<file path="src/rtl/pp_sequencer_pkg.sv">
// -----------------------------------------------------------------------------
// pp_sequencer_pkg
// Shared definitions for the partial-product multiply sequencer and the
// downstream accumulator that sums its partial products.
//   - State encodings (3-bit, IDLE plus six COMPUTE phases).
//   - align_partial(): places a 4x4 digit product at the bit position that
//     the given COMPUTE phase contributes to the 16-bit result.
// -----------------------------------------------------------------------------
package pp_sequencer_pkg;

    localparam int STATE_W = 3;

    localparam logic [2:0] ST_IDLE      = 3'b000;
    localparam logic [2:0] ST_COMPUTE_1 = 3'b001;
    localparam logic [2:0] ST_COMPUTE_2 = 3'b010;
    localparam logic [2:0] ST_COMPUTE_3 = 3'b011;
    localparam logic [2:0] ST_COMPUTE_4 = 3'b100;
    localparam logic [2:0] ST_COMPUTE_5 = 3'b101;
    localparam logic [2:0] ST_COMPUTE_6 = 3'b110;

    // Weight of each digit pair: lo*lo -> x1, cross terms -> x16, hi*hi -> x256.
    // Phases that do not accumulate yield zero.
    function automatic logic [15:0] align_partial(input logic [2:0] st,
                                                  input logic [7:0] p);
        logic [15:0] r;
        r = 16'h0000;
        case (st)
            ST_COMPUTE_1: r = {8'h00, p};
            ST_COMPUTE_2: r = {4'h0, p, 4'h0};
            ST_COMPUTE_3: r = {4'h0, p, 4'h0};
            ST_COMPUTE_4: r = {p, 8'h00};
            default:      r = 16'h0000;
        endcase
        return r;
    endfunction

endpackage

</file>
<file path="src/rtl/digit_mul.sv">
// -----------------------------------------------------------------------------
// digit_mul
// Combinational 4-bit x 4-bit unsigned multiplier (one hex digit pair).
//   x, y : input digits
//   p    : 8-bit product
// -----------------------------------------------------------------------------
module digit_mul (
    input  logic [3:0] x,
    input  logic [3:0] y,
    output logic [7:0] p
);

    assign p = {4'h0, x} * {4'h0, y};

endmodule

</file>
<file path="src/rtl/pp_sequencer.sv">
// -----------------------------------------------------------------------------
// pp_sequencer
// Sequences an 8x8 unsigned multiply as four 4x4 digit products that an
// external accumulator sums; captures the accumulated result as the product.
//   clk, rst_n  : clock, asynchronous active-low reset
//   start       : request a multiply (accepted only in IDLE)
//   abort       : cancel an in-flight multiply (COMPUTE_1..COMPUTE_5)
//   op_a, op_b  : multiplicand / multiplier
//   acc_in      : running sum from the accumulator (bit 16 = overflow)
//   adder_en    : accumulate strobe (COMPUTE_1..COMPUTE_4)
//   adder_in    : shifted partial product for the current phase
//   state       : current FSM state
//   done        : accumulator clear strobe (COMPUTE_6)
//   busy        : high whenever not IDLE
//   product     : last completed result, held until the next completion
//   valid       : one-cycle pulse marking a new product
//   ovf         : sticky overflow seen at capture, cleared by next start
// -----------------------------------------------------------------------------
module pp_sequencer
    import pp_sequencer_pkg::*;
(
    input  logic                clk,
    input  logic                rst_n,
    input  logic                start,
    input  logic                abort,
    input  logic [7:0]          op_a,
    input  logic [7:0]          op_b,
    input  logic [16:0]         acc_in,
    output logic                adder_en,
    output logic [STATE_W-1:0]  state,
    output logic [15:0]         adder_in,
    output logic                done,
    output logic                busy,
    output logic [15:0]         product,
    output logic                valid,
    output logic                ovf
);

    logic [2:0]  state_q,   state_d;
    logic [7:0]  a_q,       a_d;
    logic [7:0]  b_q,       b_d;
    logic [15:0] product_q, product_d;
    logic        ovf_q,     ovf_d;
    // Remembers that the current COMPUTE_6 was reached by abort, so valid
    // stays low while done still clears the accumulator.
    logic        aborted_q, aborted_d;

    logic [3:0]  mul_x;
    logic [3:0]  mul_y;
    logic [7:0]  mul_p;

    // Single digit multiplier, operands steered by phase.
    always_comb begin
        mul_x = a_q[3:0];
        mul_y = b_q[3:0];
        case (state_q)
            ST_COMPUTE_2: mul_x = a_q[7:4];
            ST_COMPUTE_3: mul_y = b_q[7:4];
            ST_COMPUTE_4: begin
                mul_x = a_q[7:4];
                mul_y = b_q[7:4];
            end
            default: ;
        endcase
    end

    digit_mul u_digit_mul (
        .x (mul_x),
        .y (mul_y),
        .p (mul_p)
    );

    always_comb begin
        state_d   = state_q;
        a_d       = a_q;
        b_d       = b_q;
        product_d = product_q;
        ovf_d     = ovf_q;
        aborted_d = aborted_q;
        case (state_q)
            ST_IDLE: begin
                if (start) begin
                    state_d   = ST_COMPUTE_1;
                    a_d       = op_a;
                    b_d       = op_b;
                    ovf_d     = 1'b0;
                    aborted_d = 1'b0;
                end
            end
            ST_COMPUTE_1, ST_COMPUTE_2, ST_COMPUTE_3, ST_COMPUTE_4: begin
                if (abort) begin
                    state_d   = ST_COMPUTE_6;
                    aborted_d = 1'b1;
                end else begin
                    state_d = state_q + 3'd1;
                end
            end
            ST_COMPUTE_5: begin
                state_d = ST_COMPUTE_6;
                // Abort takes priority over the capture on the same edge.
                if (abort) begin
                    aborted_d = 1'b1;
                end else begin
                    product_d = acc_in[15:0];
                    ovf_d     = ovf_q | acc_in[16];
                end
            end
            ST_COMPUTE_6: state_d = ST_IDLE;
            default:      state_d = ST_IDLE;   // 3'b111 recovers
        endcase
    end

    always_ff @(posedge clk or negedge rst_n) begin
        if (!rst_n) begin
            state_q   <= ST_IDLE;
            a_q       <= 8'h00;
            b_q       <= 8'h00;
            product_q <= 16'h0000;
            ovf_q     <= 1'b0;
            aborted_q <= 1'b0;
        end else begin
            state_q   <= state_d;
            a_q       <= a_d;
            b_q       <= b_d;
            product_q <= product_d;
            ovf_q     <= ovf_d;
            aborted_q <= aborted_d;
        end
    end

    // Moore outputs: decoded from registered state and operands only.
    assign state    = state_q;
    assign adder_en = (state_q == ST_COMPUTE_1) || (state_q == ST_COMPUTE_2) ||
                      (state_q == ST_COMPUTE_3) || (state_q == ST_COMPUTE_4);
    assign adder_in = align_partial(state_q, mul_p);
    assign done     = (state_q == ST_COMPUTE_6);
    assign valid    = (state_q == ST_COMPUTE_6) && !aborted_q;
    assign busy     = (state_q != ST_IDLE);
    assign product  = product_q;
    assign ovf      = ovf_q;

endmodule

</file>
<file path="config.mk">
export PLATFORM = sky130hd
export DESIGN_NAME = pp_sequencer
export DESIGN_NICKNAME = d
export VERILOG_FILES = /design/src/rtl/pp_sequencer_pkg.sv /design/src/rtl/digit_mul.sv /design/src/rtl/pp_sequencer.sv
export SDC_FILE = /design/constraint.sdc
export NUM_CORES = 1
export LEC_CHECK = 0
export CORE_ASPECT_RATIO = 1.25
export CORE_MARGIN = 10
export CORE_UTILIZATION = 46
export DETAILED_ROUTE_END_ITERATION = 8
export MAX_ROUTING_LAYER = met4
export PLACE_DENSITY = 0.81
export SETUP_SLACK_MARGIN = 0.1
export SLEW_MARGIN = 20
export SYNTH_ARGS = -nofsm -noshare
export SYNTH_HDL_FRONTEND = slang
export SYNTH_SLANG_ARGS = --single-unit
</file>
<file path="constraint.sdc">
create_clock -name clk -period 5.3 [get_ports clk]
set_input_delay 0.795 -clock clk [delete_from_list [all_inputs] [get_ports clk]]
set_output_delay 0.795 -clock clk [all_outputs]
set_load 0.02 [all_outputs]
</file>
==> flow_metrics.env <==
export IMPL_path_class="register to primary output"
export IMPL_drc=0
export IMPL_crit_arrival_ps=4260
export IMPL_worstMarginPinSlew_ps=818
export IMPL_max_freq_mhz=198
export IMPL_drt_iter0_drc=87
export IMPL_grtUsageTotal_pct=13.8
export IMPL_clk_pin_slew_ps=70
export IMPL_ys_ff_latch=37
export IMPL_cts_htree_levels=2
export IMPL_num_antenna_cells=0
export IMPL_grt_overflow=0
export IMPL_numCtsBuffers=5
export IMPL_cp_required_ps=4510
export IMPL_rsz0062_at_grt="false"
export IMPL_pin_count=77
export IMPL_setup_violations=0
export IMPL_cts_sinks=37
export IMPL_dpl_cell_count=361
export IMPL_yosysUniqueCellTypes=43
export IMPL_cp_start_kind="register"
export IMPL_area_delta_synth_final_pct=39.9
export IMPL_cts_hold_fix_buffers=0
export IMPL_syn_inst=230
export IMPL_hp_class="register to register"
export IMPL_yosysTopAreaCellShare_pct=40.6
export IMPL_holdWs_ps=473
export IMPL_finClkSkew_ps=6.05
export IMPL_num_rows=28
export IMPL_drive_above_1_share_pct=14.5
export IMPL_grt_antenna_before_repair=0
export IMPL_cp_end_kind="primary output"
export IMPL_yosysTopAreaCell="dfrtp_1"
export IMPL_drv_slew=0
export IMPL_via_per_inst=5.11
export IMPL_yosys_most_used_dff="dfrtp_1"
export IMPL_status="complete, no violations"
export IMPL_final_setup_tns_ps=0
export IMPL_gp_congestion=0.819
export IMPL_stdcell_count=370
export IMPL_path_max_fanout=4
export IMPL_utilization_pct=66.9
export IMPL_nNetsFinal=368
export IMPL_syn_cell_area_um2=2280
export IMPL_initial_core_util_pct=47.8
export IMPL_period_minus_slack_ps=5050
export IMPL_cts_tree="done"
export IMPL_floorplan_die_area_um2=8190
export IMPL_dieHeight_um=98.7
export IMPL_firstDrtPassIters=4
export IMPL_num_vias=1892
export IMPL_ant_nets=0
export IMPL_cts_path_max_buffers=2
export IMPL_postSynthAreaPerCell_um2=9.91
export IMPL_grt_pass1_vias=2042
export IMPL_insertion_delay_ps=280
export IMPL_cts_root_buf="clkbuf_8"
export IMPL_wire_per_inst_um=15.3
export IMPL_yosys_warnings=0
export IMPL_ys_async_sr_fraction_pct=100
export IMPL_hpwl_um=4610
export IMPL_synth_edf_count=0
export IMPL_wl_um=5680
export IMPL_die_w_um=83.0
export IMPL_core_area_um2=4760
export IMPL_synthTopCellsByArea="dfrtp_1 41%, ha_1 9.3%, nand2_1 8.2%"
export IMPL_hold_viol=0
export IMPL_relSlewSlack_pct=45.5
export IMPL_synth_seq_area_share_pct=40.6
export IMPL_synth_nets=288
export IMPL_cap_violations=0
export IMPL_port_buffers=76
export IMPL_grt_pass1_wl_um=9320
export IMPL_min_period_over_period_pct=95.3
export IMPL_grt_max_degree=38
[synth_stat cells, types with 2 or more instances]
cell type / count
buf_4: 2
nor2b_1: 7
a32o_1: 2
or2_2: 5
and3b_1: 2
o22ai_1: 2
clkbuf_1: 2
o21ai_0: 4
o21bai_1: 2
inv_1: 11
and2_1: 4
mux2_1: 2
nand2_1: 50
ha_1: 17
a21o_1: 2
o32ai_1: 3
buf_2: 3
mux2i_1: 9
mux2_2: 14
a21oi_1: 8
nor3_1: 5
fa_1: 4
dfrtp_1: 37
nor2_1: 12
mux2i_4: 2
or2_1: 2
[layout make-up]
type / count / area (um^2)
clock buffers: 7 / 86.3
fillers: 391 / 1580
inverters: 12 / 45.0
multi-input cells: 173 / 1280
flip-flops and latches: 37 / 926
well taps: 60 / 75.1
repair buffers: 81 / 773
[cell families after synthesis]
kind of cell	after synthesis	synth area share [%]
and+or+nand+nor	93	18.8
DFF	37	40.6
AOI/OAI and AO/OA	30	9.06
muxes	27	13.8
adders and majority gates	21	12.8
buffers and inverters	20	4.12
xor gates and xnor gates	2	0.769
[worst paths after layout]
check / end / cells past startpoint / slack (ps) / start
max: adder_in[12] / 13 / 250 / state[1]
min: product[4] / 2 / 470 / product[4]
max reg2reg: ovf / 6 / 2830 / state[0]
min reg2reg: product[4] / 2 / 470 / product[4]
max in group asynchronous: product[15] / 1 / 4170 / rst_n
min in group asynchronous: product[1] / 1 / 610 / rst_n
[timing repair]
action / 4_1_cts / 5_1_grt
setup endpoints to repair: 12 / 8
resized for setup: 11 / 12
buffers inserted: 1 / 1
[flip-flops by register name (all words and copies together) (netlist names)]
register / cells
a_q: 8
b_q: 8
product: 16
ovf: 1
state: 3
aborted_q: 1
[routing by layer]
layer  GRT usage (%)  vias up  share of wire (%)
met4            4.59        0                1.3
met5               -        -                  0
li1                -      939                  -
met3            4.86        7                6.4
met1            13.9      884                 43
met2            24.2       62                 50
[critical path, stage by stage (launching register included)]
cell and delay, ps:
dfrtp_1 390, inv_1 100, ha_2 220, mux2i_4 280, mux2i_2 140, or2_2 300
fa_1 530, inv_1 50, fa_1 560, inv_1 70, fa_1 450, xor2_1 180
nor2_1 90, clkdlybuf4s50_1 610
[metrics by stage]
stage	area, um^2	setup WS, ps
finish	3190	247
global route	3190	111
CTS	3160	61.0
detailed placement	3080	123
global placement	3080	228
floorplan	2280	519
[cell usage in the layout (no fill, tap or decap), types with 2 or more instances in the layout]
cell             netlist  final
dfrtp_1               37     37
a21oi_1                8      8
ha_2                   0      2
mux2i_4                2      2
and2_1                 4      4
nor3_1                 5      5
mux2_1                 2      2
clkdlybuf4s50_1        0     64
o21bai_1               2      2
nor2b_1                7      7
inv_1                 11     11
ha_1                  17     15
nand2_1               50     50
mux2i_1                9      4
o22ai_1                2      2
a21o_1                 2      2
or2_2                  5      5
nor2_1                12     12
o32ai_1                3      3
clkbuf_8               0      6
o21ai_0                4      4
clkbuf_2               0      2
a32o_1                 2      2
or2_1                  2      2
fa_1                   4      4
dlygate4sd2_1          0      8
and3b_1                2      2
mux2i_2                0      5
mux2_2                14     14
buf_4                  2      5
Power is not shown: default switching activity piles up to over one toggle a cycle in this logic, so the estimate is an artifact.
